[config.mk]
export PLATFORM = sky130hd
export DESIGN_NAME = i2s_rx
export DESIGN_NICKNAME = d
export VERILOG_FILES = /design/src/rtl/i2s_rx.sv
export SDC_FILE = /design/constraint.sdc
export NUM_CORES = 1
export LEC_CHECK = 0
export BUFFER_PORTS_ARGS = -buffer_cell sky130_fd_sc_hd__buf_2
export CAP_MARGIN = 30
export CORE_ASPECT_RATIO = 1.25
export CORE_MARGIN = 1.5
export CORE_UTILIZATION = 45
export CTS_BUF_LIST = sky130_fd_sc_hd__clkbuf_8
export DETAILED_ROUTE_END_ITERATION = 7
export GPL_ROUTABILITY_DRIVEN = 0
export SYNTH_ARGS = -nofsm -noshare
export SYNTH_HDL_FRONTEND = slang
export SYNTH_SLANG_ARGS = --single-unit
[constraint.sdc]
create_clock -name clk -period 3 [get_ports clk]
set_input_delay 0.3 -clock clk [delete_from_list [all_inputs] [get_ports clk]]
set_output_delay 0.3 -clock clk [all_outputs]
set_load 0.1 [all_outputs]
[src/rtl/i2s_rx.sv]
// I2S receiver: oversamples asynchronous sclk/lrclk/sdata on clk and delivers
// MSB-first, left-justified stereo words with a one-cycle valid strobe.
// Lock is dropped and the receiver re-hunts after TIMEOUT cycles with no sclk
// rising edge.
//
// state | meaning
// ------+------------------------------------------------------------------
// HUNT  | no slot alignment yet; wait for an lrclk change on an sclk rise
// LEFT  | shifting bits of a left slot; commit to holding reg on lrclk change
// RIGHT | shifting bits of a right slot; commit L/R pair on lrclk change
module i2s_rx #(
    parameter int WIDTH   = 16,
    parameter int TIMEOUT = 1024
) (
    input  logic             clk,
    input  logic             reset_n,
    input  logic             sclk,
    input  logic             lrclk,
    input  logic             sdata,
    output logic [WIDTH-1:0] left_chan,
    output logic [WIDTH-1:0] right_chan,
    output logic             sample_valid,
    output logic             locked,
    output logic             frame_err
);

    localparam int CW = $clog2(WIDTH + 1);
    localparam int TW = $clog2(TIMEOUT + 1);
    localparam logic [CW-1:0] CNT_MAX = CW'(WIDTH);
    localparam logic [TW-1:0] TO_LOAD = TW'(TIMEOUT - 1);

    typedef enum logic [1:0] {
        ST_HUNT  = 2'd0,
        ST_LEFT  = 2'd1,
        ST_RIGHT = 2'd2
    } state_t;

    logic [2:0]       sclk_sync_q;
    logic [1:0]       lr_sync_q;
    logic [1:0]       sd_sync_q;

    state_t           state_q;
    logic [WIDTH-1:0] sh_q;
    logic [CW-1:0]    cnt_q;
    logic             lr_prev_q;
    logic             have_left_q;
    logic [WIDTH-1:0] hold_left_q;
    logic [TW-1:0]    to_q;
    logic [WIDTH-1:0] left_q;
    logic [WIDTH-1:0] right_q;
    logic             valid_q;
    logic             locked_q;
    logic             err_q;

    logic             rise;
    logic             lr_s;
    logic             sd_s;
    logic             lr_chg;
    logic [WIDTH-1:0] sh_d;
    logic [CW-1:0]    cnt_d;
    logic             short_slot;

    assign rise   = sclk_sync_q[1] & ~sclk_sync_q[2];
    assign lr_s   = lr_sync_q[1];
    assign sd_s   = sd_sync_q[1];
    assign lr_chg = lr_s ^ lr_prev_q;

    // Two-flop synchronizers; the extra sclk stage gives the rising-edge detect.
    always_ff @(posedge clk or negedge reset_n) begin
        if (!reset_n) begin
            sclk_sync_q <= '0;
            lr_sync_q   <= '0;
            sd_sync_q   <= '0;
        end else begin
            sclk_sync_q <= {sclk_sync_q[1:0], sclk};
            lr_sync_q   <= {lr_sync_q[0], lrclk};
            sd_sync_q   <= {sd_sync_q[0], sdata};
        end
    end

    // Slot word with the current bit merged in; the change-edge bit still
    // belongs to the slot being closed, so commits use this merged word.
    always_comb begin
        sh_d  = sh_q;
        cnt_d = cnt_q;
        if (cnt_q < CNT_MAX) begin
            for (int i = 0; i < WIDTH; i++) begin
                if (cnt_q == CW'(WIDTH - 1 - i)) begin
                    sh_d[i] = sd_s;
                end
            end
            cnt_d = cnt_q + CW'(1);
        end
    end

    assign short_slot = (cnt_d < CNT_MAX);

    // Slot FSM, lock/timeout tracking and registered outputs.
    always_ff @(posedge clk or negedge reset_n) begin
        if (!reset_n) begin
            state_q     <= ST_HUNT;
            sh_q        <= '0;
            cnt_q       <= '0;
            lr_prev_q   <= 1'b0;
            have_left_q <= 1'b0;
            hold_left_q <= '0;
            to_q        <= TO_LOAD;
            left_q      <= '0;
            right_q     <= '0;
            valid_q     <= 1'b0;
            locked_q    <= 1'b0;
            err_q       <= 1'b0;
        end else begin
            valid_q <= 1'b0;
            err_q   <= 1'b0;
            if (rise) begin
                to_q      <= TO_LOAD;
                lr_prev_q <= lr_s;
                case (state_q)
                    ST_HUNT: begin
                        if (lr_chg) begin
                            sh_q        <= '0;
                            cnt_q       <= '0;
                            have_left_q <= 1'b0;
                            state_q     <= lr_s ? ST_RIGHT : ST_LEFT;
                        end
                    end
                    ST_LEFT, ST_RIGHT: begin
                        if (lr_chg) begin
                            sh_q  <= '0;
                            cnt_q <= '0;
                            err_q <= short_slot;
                            if (state_q == ST_LEFT) begin
                                hold_left_q <= sh_d;
                                have_left_q <= 1'b1;
                                state_q     <= ST_RIGHT;
                            end else begin
                                if (have_left_q) begin
                                    left_q   <= hold_left_q;
                                    right_q  <= sh_d;
                                    valid_q  <= 1'b1;
                                    locked_q <= 1'b1;
                                end
                                have_left_q <= 1'b0;
                                state_q     <= ST_LEFT;
                            end
                        end else begin
                            sh_q  <= sh_d;
                            cnt_q <= cnt_d;
                        end
                    end
                    default: state_q <= ST_HUNT;
                endcase
            end else if (to_q == '0) begin
                // Held at zero until the next rise; re-entering HUNT is idempotent.
                state_q     <= ST_HUNT;
                locked_q    <= 1'b0;
                have_left_q <= 1'b0;
            end else begin
                to_q <= to_q - TW'(1);
            end
        end
    end

    assign left_chan    = left_q;
    assign right_chan   = right_q;
    assign sample_valid = valid_q;
    assign locked       = locked_q;
    assign frame_err    = err_q;

endmodule

**After elaboration in Yosys (flattened, before gate mapping)**

Cells that the tools add are included.

- Bits in writable memories: 0
- Word-level logic and storage cells: 113
- Input port bits: 5
- Memories: 0
- Output and inout port bits: 35
- Bits in read-only memories: 0
- Register bits after elaboration: 94
- Latch bits: 0

- $add $sub $neg: 2
- Reductions and logical operators: 12
- Muxes and demuxes: 52
- Equality and inequality tests: 26
- Shifts and indexed selects: 0
- Multiply operators: 0
- Bitwise operators: 4
- Divide/modulo/power cells: 0
- Order comparisons: 2

Operator list:

| cell | count |
|---|---|
| 16-bit two-way mux | 3 |
| 5-bit by 4-bit == test with 1-bit output, second input constant | 8 |
| 1-bit two-way mux | 34 |
| 16-bit case mux with 2 select lines | 1 |
| 11-bit two-way mux | 2 |
| 5-bit by 3-bit == test with 1-bit output, second input constant | 4 |
| 5-bit two-way mux | 3 |
| 2-bit two-way mux | 6 |
| 11-bit zero test | 1 |
| 11-bit by 1-bit subtractor with 11-bit output, second input constant | 1 |
| 5-bit by 2-bit == test with 1-bit output, second input constant | 2 |
| 5-bit less-than comparator, second input constant | 2 |
| 5-bit case mux with 2 select lines | 1 |
| 5-bit AND reduction | 2 |
| 2-bit inequality test, second input constant | 4 |
| 4-bit AND reduction | 2 |
| 3-bit inequality test, second input constant | 2 |
| 3-bit AND reduction | 2 |
| 5-bit by 1-bit adder with 5-bit output, second input constant | 1 |
| 5-bit by 1-bit == test with 1-bit output, second input constant | 1 |
| 5-bit zero test | 1 |
| 2-bit by 1-bit inequality test with 1-bit output, second input constant | 2 |
| 2-bit case mux with 2 select lines | 1 |
| 2-bit nonzero test | 2 |
| 9 further kinds | 10 |

**Longest topological paths before layout**

- Word-level depth: 6
- Gate-level depth with buffers: 8
- Depth with buffers taken out: 6

**Worst setup path before layout**

Ideal clock, no wire load.

- Kind: flip-flop to flip-flop
- Start: reg to_q[0]
- End: reg state_q[1]
- Period minus slack after synthesis: 1.943 ns
- Arrival: 1.807 ns
- Setup slack: 1.057 ns
- Cell stages (with the launch flop): 8
- Required time: 2.864 ns
- Setup time: 0.136 ns
- Buffers on the path: 1
- Cell sequence: dfstp_2 > inv_1 > ha_1 > or4b_1 > or4_1 > buf_2 > nor2_2 > o22ai_1

- Longest elaborated chain between the ends: 3

RTL lines:

| element | line | text |
|---|---|---|
| start: declaration | 48 | `logic [TW-1:0] to_q;` |
| start signal: assignment | 160 | `to_q <= to_q - TW'(1);` |
| 11-bit zero test | 154 | `end else if (to_q == '0) begin` |
| 2-bit nonzero test (no line) | -- |  |
| 3-bit AND reduction (no line) | -- |  |
| end signal: assignment | 125 | `state_q <= lr_s ? ST_RIGHT : ST_LEFT;` |
| end: declaration | 42 | `state_t state_q;` |

No other way between the ends.
A chain may end at the register's enable or synchronous reset.

**Worst setup path in the final report**

- Start: reg state_q[0]
- End: reg cnt_q[2]

- Longest elaborated chain between the ends: 4
- Elaborated cells between the ends (all ways): 8
- Classes of those cells: eq/ne: 3; mux: 1; reduce/logical: 4

RTL lines:

| element | line | text |
|---|---|---|
| 2-bit by 1-bit == test with 1-bit output or 2-bit == test (tied branches) | 119 | `case (state_q)` |
| 2-bit OR reduction | 119 |  |
| 2-bit nonzero test (no line) | -- |  |
| 3-bit AND reduction (no line) | -- |  |
| end signal: assignment | 149 | `cnt_q <= cnt_d;` |
| end: declaration | 44 | `logic [CW-1:0] cnt_q;` |

Several ways; a longest one is shown, not always the timed one.

==> impl_results.md <==
* Core area at between 8000 and 9000 sq um
* Die Ht at between 100 and 150 um
* Synth-to-layout area growth at 11.6%
* Largest net degree at the start of global routing at 62
* Share of layout cells above drive strength 1 at a little under a quarter
* Min-delay worst type: input pin to async pin
* CP Max Fanout at 19
* DRC viols at 0
* Outcome: finished clean
* Synth area leaders: dfrtp_1 (52%), dfstp_2 (6.5%), o21ai_0 (6.5%)
* Comb pwr share at between 20 and 25%
* Worst setup path endpoint: cnt_q[2]
* VDD IR max at between 300 and 400 uV
* Clock-pin slew on the worst setup and hold paths at roughly 0.090 ns
* Clock Tree Root: clkbuf_8
* Critical path startpoint category: flop
* Cts hold-fix bufs at 0
* Dpl hpwl at between 5 and 6 mm
* H-tree depth at 3
* Crit path DAT at 2.56 ns
* Worst r2r src: state_q[0]
* Via count at between 2,000 and 3,000
* CP peak stage delay at around 0.60 ns
* Mapped Cells at approximately 370
* Setup slack after layout at 0.741 ns
* Clock share of power at roughly 25%
* RSZ-0062 raised after global routing: false
* # IOs at 40
* Fin Setup TNS at 0 ns
* Sequential area share after synthesis at around 60%
* N_diodes at 0
* Initial antenna violation count at 0
* Place WS at 0.805 ns
* DRT antenna net count at 0
* Post-CTS Resized at 0
* Worst reg2reg setup slack at between 0.7 and 0.8 ns
* Post-synth top flop: dfrtp_1
* Period utilization at between 70 and 80%
* PortBufs at 39
* Sw Ratio at about a third
* CP Capture Type: flop
* Vias in the first global route at ~2,700
* Synth cell types at 43
* CP Data Required Time at approximately 3.3 ns
* Clock skew at roughly 0.006 ns
* Register share of total power at a little over half
* Register bit total from synthesis at between 90 and 100
* Slew Viols, Final at 0
* Row cnt at 38
* Post-synthesis cell type with the largest combined area: dfrtp_1
* Slowest cell on crit path: or4_1
* Int Power at between 1.5 and 2 mW
* YS warnings at 0
* Drt initial violations at 113
* WS Path Type: flop to flop
* Pwr Density at approximately 630 nW/um^2
* Most frequent cell after synthesis: dfrtp_1
* Top cells by count, synth: dfrtp_1 (84), nand2_1 (69), o21ai_0 (52)
* Vias/cell at around 5.2
* CTS sink cnt at 94
* Peak Freq at roughly 0.44 GHz
* Mapped Nets at approximately 390
* Top-area cell type share of the netlist area at a little over half
* Die W at slightly below 90 um
* Nets at ~420
* Post-synth EDFFs at 0
* Average size of a mapped cell at ~11 sq um
* Slew margin rel. at approximately 50%
* Worst path cell trace: inv_1 > ha_1 > nor2_1 > a211o_1 > or4_1 > nand3_1
* Clk Latency, worst-skew pair at 0.36 ns
* TritonCTS clock tree: done
* P_leak at approximately 2.1 nW
* Endpoint of the worst-slack reg-to-reg timing path: cnt_q[2]
* CP startpoint: state_q[0]
* WHS at approximately 0.0057 ns
* Setup Viol. Count Final at 0
* Final Routed Wirelength at between 7 and 8 mm
* Grt ovf at 0
* First-pass GRT wire length at roughly 13 mm
* Post-CTS setup buffers at 0
* Ys async rst share at 100%
* Inserted Clock Buffers at 9
* Period minus WS final at between 2 and 2.5 ns
* Drt first pass iters at 6
* Net switching power figure at 0.956 mW
* R2r worst-path depth at 6
* DR WL/cell at approximately 14 um
* Bufs on Longest Clock Path at 2
* GRT Total Usage at between 15 and 20%
* Final Hold Fails at 0
* Worst Tran Pin Value at 0.746 ns
* Maximum Capacitance Violations at 0
* Initial Util at approximately 46%
* Die area at between 9000 and 10,000 sq um
* Mapped cell area at 4030 sq um
kinds of logic (layout without fill, tap and decap cells):
| group | after synthesis | count (layout) | synth area share, % |
|---|---|---|---|
| compound gates | 72 | 72 | 9.62 |
| xor+xnor | 4 | 4 | 1.06 |
| fa+ha+maj | 7 | 7 | 2.17 |
| buf+inv | 30 | 69 | 2.86 |
| flops | 94 | 94 | 58.7 |
| mux | 35 | 35 | 9.22 |
| simple gates | 132 | 132 | 16.4 |
per-layer routing:
layer	track usage (%)	share of wire [%]	vias up
met4	9.18	2.5	0
li1	-	-	1369
met2	30.0	49	51
met1	22.7	46	1340
met3	2.35	2.3	14
met5	0	0	-
layout make-up:
class / instances / area (sq um)
Timing Repair Buffer: 46 / 250
Sequential cell: 94 / 2360
Multi-Input combinational cell: 250 / 1550
Fill cell: 790 / 4200
Tap cell: 120 / 150
Inverter: 8 / 30.0
Clock inverter: 6 / 30.0
Clock buffer: 9 / 124
critical path: cells and delay by family (launching register included):
kind,cells,cell delay [ns]
buf+inv,1,0.10
simple gates,3,0.81
flops,1,0.39
compound gates,1,0.50
fa+ha+maj,1,0.39
stage by stage:
stage / std cells / cell area [sq um] / power, mW / util (%)
5_1_grt: 533 / 4500 / 2.97 / 51.7
6_report: 533 / 4500 / 2.81 / 51.7
4_1_cts: 533 / 4500 / 2.85 / 51.7
3_3_place_gp: 518 / 4350 / 2.11 / 50.0
3_5_place_dp: 518 / 4350 / 2.13 / 50.0
2_1_floorplan: 374 / 4030 / 1.97 / -
registers in the layout (all words and copies together), names as in the netlist, 3 cells and up:
register     flops
left_chan       16
sclk_sync_q      3
sh_q            16
hold_left_q     16
cnt_q            5
to_q            11
right_chan      16
power groups by stage:
stage / clock, mW / combinational [mW] / sequential (mW)
after CTS: 0.734 / 0.634 / 1.48
after global routing: 0.774 / 0.696 / 1.50
final: 0.708 / 0.627 / 1.48
after detailed placement: 0 / 0.630 / 1.50
after floorplan: 0 / 0.364 / 1.61
after global placement: 0 / 0.614 / 1.50
worst min-delay path by stage:
stage / startpoint / to / slack [ns] / depth (start not counted)
floorplan: reset_n / cnt_q[0] / 0.004 / 0
global placement: sd_sync_q[0] / sd_sync_q[1] / 0.33 / 0
detailed placement: lr_sync_q[0] / lr_sync_q[1] / 0.34 / 0
CTS: reset_n / sh_q[12] / 0.02 / 1
global route: sclk / sclk_sync_q[0] / 0.03 / 1
finish: reset_n / left_chan[1] / 0.006 / 1
placed cells by master (no fill, tap or decap), types with 2 or more instances in the layout:
cell      netlist  routed
a21oi_1         7       7
a31oi_1         2       2
nand3_1         5       5
nor4bb_1        4       4
nor3b_1         2       2
buf_2           2      38
and4_1          2       2
a211oi_1        2       2
nor2_1         10      10
inv_1           8       8
or3_1           2       2
o21ai_1         2       2
o21ai_0        52      52
nand4_1         2       2
nand4b_1        3       3
dfrtp_1        84      84
dfstp_2        10      10
mux2_2         17      17
nand2_1        69      69
o22ai_1         2       2
nor4b_1         3       3
buf_4           0       8
xnor2_1         2       2
nor4_1          2       2
nor2b_1         4       4
clkbuf_8        0       9
mux2i_1        18      18
nand2b_1        6       6
or4_1           3       3
ha_1            7       7
clkinv_2        0       6
nor3_1         10      10
Power figures use the tool's default switching activity.
